### src/rtl/uart_tx_fifo.sv
// uart_tx_fifo: FIFO-buffered 8N1 UART transmitter with valid/ready write port and free-space report.
module uart_tx_fifo #(
  parameter int CLKS_PER_BIT  = 868,
  parameter int TX_FIFO_DEPTH = 4
) (
  input  logic                     i_clk,
  input  logic                     i_rst,
  input  logic [7:0]               i_data_in,
  input  logic                     i_wr_valid,
  output logic                     o_wr_ready,
  output logic [TX_FIFO_DEPTH:0]   o_tx_free,
  output logic                     o_tx,
  output logic                     o_busy
);
  localparam int N  = 1 << TX_FIFO_DEPTH;
  localparam int PW = TX_FIFO_DEPTH;
  localparam int AW = TX_FIFO_DEPTH + 1;
  localparam int CW = $clog2(CLKS_PER_BIT);

  typedef enum logic [1:0] {IDLE, START, DATA, STOP} state_t;

  logic [7:0]    mem_q [N];
  logic [PW-1:0] wr_ptr_q, wr_ptr_d, rd_ptr_q, rd_ptr_d;
  logic [AW-1:0] count_q, count_d;
  state_t        state_q, state_d;
  logic [CW-1:0] cnt_q, cnt_d;
  logic [2:0]    bit_q, bit_d;
  logic [7:0]    shift_q, shift_d;
  logic          tx_q, tx_d;
  logic          push, pop, empty, tick;

  assign empty      = count_q == '0;
  assign o_wr_ready = count_q != AW'(N);
  assign o_tx_free  = AW'(N) - count_q;
  assign o_tx       = tx_q;
  assign o_busy     = (state_q != IDLE) || !empty;
  assign push       = i_wr_valid && o_wr_ready;
  assign tick       = cnt_q == CW'(CLKS_PER_BIT - 1);

  assign wr_ptr_d = push ? wr_ptr_q + PW'(1) : wr_ptr_q;
  assign rd_ptr_d = pop ? rd_ptr_q + PW'(1) : rd_ptr_q;
  assign count_d  = count_q + AW'(push) - AW'(pop);

  always_comb begin
    state_d = state_q;
    cnt_d   = tick ? '0 : cnt_q + CW'(1);
    bit_d   = bit_q;
    shift_d = shift_q;
    tx_d    = tx_q;
    pop     = 1'b0;
    unique case (state_q)
      IDLE: begin
        cnt_d = '0;
        tx_d  = 1'b1;
        if (!empty) begin
          pop     = 1'b1;
          shift_d = mem_q[rd_ptr_q];
          state_d = START;
          tx_d    = 1'b0;
        end
      end
      START: if (tick) begin
        state_d = DATA;
        bit_d   = '0;
        tx_d    = shift_q[0];
      end
      DATA: if (tick) begin
        shift_d = shift_q >> 1;
        bit_d   = bit_q + 3'd1;
        state_d = bit_q == 3'd7 ? STOP : DATA;
        tx_d    = bit_q == 3'd7 ? 1'b1 : shift_q[1];
      end
      STOP: if (tick) begin
        // Chain straight into the next start bit so queued frames have no idle gap.
        pop     = !empty;
        shift_d = empty ? shift_q : mem_q[rd_ptr_q];
        state_d = empty ? IDLE : START;
        tx_d    = empty;
      end
      default: state_d = IDLE;
    endcase
  end

  always_ff @(posedge i_clk) begin
    if (push) mem_q[wr_ptr_q] <= i_data_in;
  end

  always_ff @(posedge i_clk or negedge i_rst) begin
    if (!i_rst) begin
      wr_ptr_q <= '0;
      rd_ptr_q <= '0;
      count_q  <= '0;
      state_q  <= IDLE;
      cnt_q    <= '0;
      bit_q    <= '0;
      shift_q  <= '0;
      tx_q     <= 1'b1;
    end else begin
      wr_ptr_q <= wr_ptr_d;
      rd_ptr_q <= rd_ptr_d;
      count_q  <= count_d;
      state_q  <= state_d;
      cnt_q    <= cnt_d;
      bit_q    <= bit_d;
      shift_q  <= shift_d;
      tx_q     <= tx_d;
    end
  end
endmodule

### config.mk
export PLATFORM = sky130hd
export DESIGN_NAME = uart_tx_fifo
export DESIGN_NICKNAME = d
export VERILOG_FILES = /design/src/rtl/uart_tx_fifo.sv
export SDC_FILE = /design/constraint.sdc
export NUM_CORES = 1
export LEC_CHECK = 0
export CAP_MARGIN = 20
export CORE_ASPECT_RATIO = 2
export CORE_UTILIZATION = 53
export DETAILED_ROUTE_END_ITERATION = 7
export GPL_ROUTABILITY_DRIVEN = 0
export PLACE_DENSITY = 0.7
export SYNTH_ARGS = -nofsm -noshare
export SYNTH_HDL_FRONTEND = slang
export SYNTH_SLANG_ARGS = --single-unit
### constraint.sdc
create_clock -name i_clk -period 3.19 [get_ports i_clk]
set_input_delay 0.638 -clock i_clk [delete_from_list [all_inputs] [get_ports i_clk]]
set_output_delay 0.638 -clock i_clk [all_outputs]
set_load 0.02 [all_outputs]
# Word-level counts from Yosys, hierarchy flattened
# Memories as Yosys holds them, arrays and structs flattened.
# Cells that the tools add are included.
[totals] reg_bits=37 mem_bits_rw=128 input_bits=11 output_inout_bits=8 word_cells=65 mem_count=1
[memory_table] memory="mem_q" depth=16 width=8 rd=1 rd_clocked_by_memory_dff=0 write_ports=1 line_no="22" rtl="logic [7:0] mem_q [N];"
[op_classes] add_sub_neg=7 n_eq_ne=10 mux=27 reduce_logical=12
[op_table] cell="$mux W8" count=3
[op_table] cell="$pmux W8 S3" count=1
[op_table] cell="$mux W10" count=2
[op_table] cell="$mux W1" count=11
[op_table] cell="$add A10 B1 Y10 const B" count=1
[op_table] cell="$eq A10 B10 Y1 const B" count=1
[op_table] cell="$reduce_and A3 Y1" count=3
[op_table] cell="$add A4 B1 Y4 const B" count=2
[op_table] cell="$mux W2" count=4
[op_table] cell="$ne A2 B2 Y1 const B" count=4
[op_table] cell="$pmux W2 S4" count=1
[op_table] cell="$mux W3" count=2
[op_table] cell="$pmux W3 S2" count=1
[op_table] cell="$add A5 B1 Y5" count=1
[op_table] cell="$logic_not A5 Y1" count=1
[op_table] cell="$ne A5 B5 Y1 const B" count=1
[op_table] cell="$sub A5 B1 Y5" count=1
[op_table] cell="$sub A5 B5 Y5 const A" count=1
[op_table] cell="$eq A2 B2 Y1 const B" count=2
[op_table] cell="$pmux W1 S4" count=1
[op_table] cell="$reduce_and A4 Y1" count=1
[op_table] cell="$reduce_bool A2 Y1" count=2
[op_table] cell="$add A3 B1 Y3 const B" count=1
[op_table] cell="$eq A3 B3 Y1 const B" count=1
[op_table] cell="7 further kinds" count=7

# Longest topological paths before layout
[depth] depth_word=5 mapped_depth=16 ltp_nobuf=15

# Least setup slack after synthesis
# No wires, ideal clock.
[synth_path] kind="flip-flop to flip-flop" start="register count_q[1]" end="register count_q[4]" setup_time_ns=0.124 arrival_time_ns=2.643 required_time_ns=3.066 slack_ns=0.422 path_stages_with_launch=17 path_buffers=1 period_less_slack_ns=2.768 path_cell_list="dfrtp_1 -> inv_1 -> ha_1 -> and2_1 -> ha_1 -> nor2b_1 -> clkbuf_1 -> inv_1 -> ha_1 -> inv_1 -> ha_1 -> inv_1 -> fa_1 -> nor2_1 -> nor2_1 -> o21bai_1 -> xnor2_1"
[synth_between] elab_chain_len=5 elab_cells_between_ends=9 classes_between="2 x add/sub; 1 x eq/ne; 3 x mux; 3 x reduce/logical"
[synth_lines] item="start, declared" line_no="24" rtl="logic [AW-1:0] count_q, count_d;"
[synth_lines] item="start signal, assigned" line_no="101" rtl="count_q <= count_d;"
[synth_lines] item="parallel branches: the longest is 4 deep, another holds $add A5 B1 Y5"
[synth_lines] item="$sub A5 B1 Y5 *" line_no="42" rtl="assign count_d = count_q + AW'(push) - AW'(pop);"
[synth_lines] item="named net count_d[4]" line_no="24"
# Mark *: on every way through the listed nets, which the timed path passes.
# A chain may end at the register's enable or synchronous reset.

# Final worst setup path
[layout_path] start="register count_q[1]" end="output o_busy"
[layout_between] elab_chain_len=3
[layout_lines] item="$logic_not A5 Y1" line_no="32" rtl="assign empty = count_q == '0;"
[layout_lines] item="$logic_not A1 Y1" line_no="36" rtl="assign o_busy = (state_q != IDLE) || !empty;"
[layout_lines] item="$logic_or A1 B1 Y1" line_no="36"
[layout_lines] item="end, declared" line_no="13" rtl="output logic o_busy"
# No other way between the ends.

==> run metrics <==
crit-path most repeated cell=ha_1; Avg Inst Size Synth=17.1 um2; post-synthesis sequential area ratio=66.6%; Fill cells=935; clk slew on worst S/H paths=0.07 ns; Peak supply drop=around 0.47 mV; Iteration-0 DRC Markers=201; Diodes inserted=0; CTS sink count=165; Yosys warning total=0; Slew @ Worst Pin=0.847 ns; routed length per placed instance=21.5 um; CP peak stage delay=0.62 ns; Post-CTS Hold Buffers=0; final slew viol count=0; post-CTS setup buffers=0; top sig layer=met4; outcome=complete, but fails checks; DRT met1 WL=4720 um; Std-Cell Rows=59; Worst R2R Setup Slack=0.33 ns; multi-input logic area=between 0.002 and 0.0025 mm2; Max Clock Freq=around 0.34 GHz; Placement Setup Slack=0.230 ns; Critical Path Sink Type=primary output; largest family of logic cells by synthesized area=multiplexers; Setup CP Type=reg2out; Mapped Area=between 0.007 and 0.008 mm2; post-CTS sizing=0; startpoint types=flip-flop; failing checks=design-rule violations; RSZ-0062 raised after global routing=no; dpl hpwl=about 9100 um; syn_nets=455; cells along the critical path=inv_1, ha_1, and2_1, ha_1, nand2_1, clkdlybuf4s50_1; DR vias/cell=5.86; vias in the first global route=roughly 3900; Chip Height=166 um; Finished Core Util=61.4%; commonest non-fill, non-tap cell in the layout=edfxtp_1; All-Layer GR Usage=20.8%; largest net degree at the start of global routing=38; min Tclk post-route=2.98 ns; Slowest-stage cell, CP=clkdlybuf4s50_1; Die X=84.2 um; Final Skew=0.0119 ns; global-route wire length before repair=21100 um; drt total wl=13100 um; metal2 WL=7560 um; CORE AREA=0.0131 mm2; asr flop ratio synth=22.4%; CP Max Fanout=5; reg-to-reg startpoint=cnt_q[0]; worst r2r dst=count_q[4]; maxcap violations=0; mux cell area share after synthesis=11.9%; 1st-pass router iterations=6; fin area=roughly 0.0080 mm2; final antenna-violating net count=0; TritonCTS clock tree=yes; DR vias=3581; CP Buf/Inv Count=2; clock buffer depth=2; Synth Area in Compound Gates=5.60%; layout cells sized above 1=14.4%; number of setup violations in the final report=0; r2r worst-path depth=13; worst setup margin=0.214 ns; WL met3=339 um; crit-path leading delay family=buffers and inverters; EDFF count, synth=128; Final Hold Viols=0; DRC viols=2; clk_lat worst skew=~0.43 ns; Area after DPL=0.00743 mm2; Worst Path Arrival=around 2.3 ns; Setup TNS Final=0 ns; commonest non-fill, non-tap cells in the layout=edfxtp_1, dfrtp_1, ha_1; Yosys reg bits=165; Hold WC Path Type=in2async; CTS Root Cell=clkbuf_16; Synth Area in XOR/XNOR=2.32%; Adder-Cell Fraction of Synth Area=4.47%; starting density of the core=54.9%; CTS Buf Count=17; die area=roughly 0.014 mm2; Req. time, crit path=2.55 ns; synth unique cells=roughly 50; pwr dens=677 mW/mm2; LEAKAGE=2.98 nW; H-tree depth=4; flip-flop and latch area=0.00477 mm2; final net count=just under 500; antenna violations before repair=0; Post-Synth Simple-Gate Area=around 5.7%; Max-slew headroom=43.5%; Layout area overhead=11.9%; WHS=0.309 ns; Main synth FF type=edfxtp_1; # port buffers=18; IO Pins=19; Mapped Cells=419; GRT Residual Overflow=0; post-route clock period utilization=between 90 and 100%
-- final cells by class --
| class | instances | area share, % |
|---|---|---|
| Clock inverter | 15 | 1.92 |
| Multi-Input combinational cell | 216 | 26.9 |
| Sequential cell | 165 | 59.5 |
| Tap cell | 152 | 2.37 |
| Inverter | 20 | 0.936 |
| Timing Repair Buffer | 26 | 3.09 |
| Clock buffer | 17 | 5.30 |
-- sequential cells by signal (all words and copies together) (netlist names) --
| name | count |
|---|---|
| mem_q | 128 |
| wr_ptr_q | 4 |
| bit_q | 3 |
| o_tx | 1 |
| count_q | 5 |
| cnt_q | 10 |
| shift_q | 8 |
| rd_ptr_q | 4 |
| state_q | 2 |
-- Yosys cell counts (all sizes together), types with 3 or more instances --
library cell | instances | area (um2)
buf | 10 | 115
mux2 | 3 | 37.5
a22o | 14 | 123
a21oi | 10 | 50.1
nand3 | 3 | 15.0
mux2i | 3 | 30.0
mux4 | 32 | 785
nor3 | 3 | 20.0
clkbuf | 8 | 57.6
inv | 20 | 75.1
o2bb2ai | 3 | 26.3
nand2 | 13 | 48.8
nor2 | 20 | 75.1
dfrtp | 36 | 901
nand4 | 4 | 25.0
a31oi | 8 | 50.1
xor2 | 10 | 87.6
ha | 24 | 300
o21ai | 10 | 50.0
xnor2 | 9 | 78.8
and3 | 5 | 31.3
edfxtp | 128 | 3840
and2 | 20 | 125
a22oi | 4 | 35.0
nor2b | 3 | 18.8
-- cell families (layout without fill, tap and decap cells) --
group | count (synthesis) | after routing
fa+ha+maj | 25 | 25
mux | 38 | 38
compound gates | 57 | 57
xor+xnor | 19 | 19
buf+inv | 38 | 78
simple gates | 77 | 77
flops | 165 | 165
-- stage by stage --
step | instances | total power, mW
2_1_floorplan | 419 | 3.21
3_3_place_gp | 579 | 3.49
6_report | 611 | 5.43
4_1_cts | 611 | 5.47
5_1_grt | 611 | 5.66
3_5_place_dp | 579 | 3.52
-- per-layer routing --
layer / up-vias / GRT usage [%]
li1: 1682 / -
met1: 1792 / 21.8
met2: 77 / 38.6
met3: 30 / 4.06
met4: 0 / 10.4
met5: - / 0
-- worst register-to-register path: stages, from the launching register on --
cell and delay (ns):
dfrtp_1 0.39, ha_1 0.21, nor3b_1 0.27, a41oi_1 0.29, nor3_4 0.27, ha_1 0.27
inv_1 0.06, ha_1 0.15, inv_1 0.06, fa_1 0.40, nor2_1 0.11, nor2_1 0.04
o21bai_1 0.14, xnor2_1 0.13
-- worst max path at each step --
stage                from          to  slack [ns]  cells past startpoint
6_report       count_q[1]      o_busy        0.21                      6
5_1_grt        count_q[1]      o_busy        0.05                      6
4_1_cts        count_q[1]      o_busy        0.19                      6
3_5_place_dp   count_q[1]  count_q[4]        0.23                     14
3_3_place_gp   count_q[1]  count_q[4]        0.34                     14
2_1_floorplan  count_q[1]  count_q[4]        0.42                     16
-- power by group --
group	total, mW	switching, mW	internal, mW
sequential	2.65	0.0959	2.55
combinational	0.812	0.461	0.351
clock	1.97	0.929	1.04
Power figures use the tool's default switching activity.
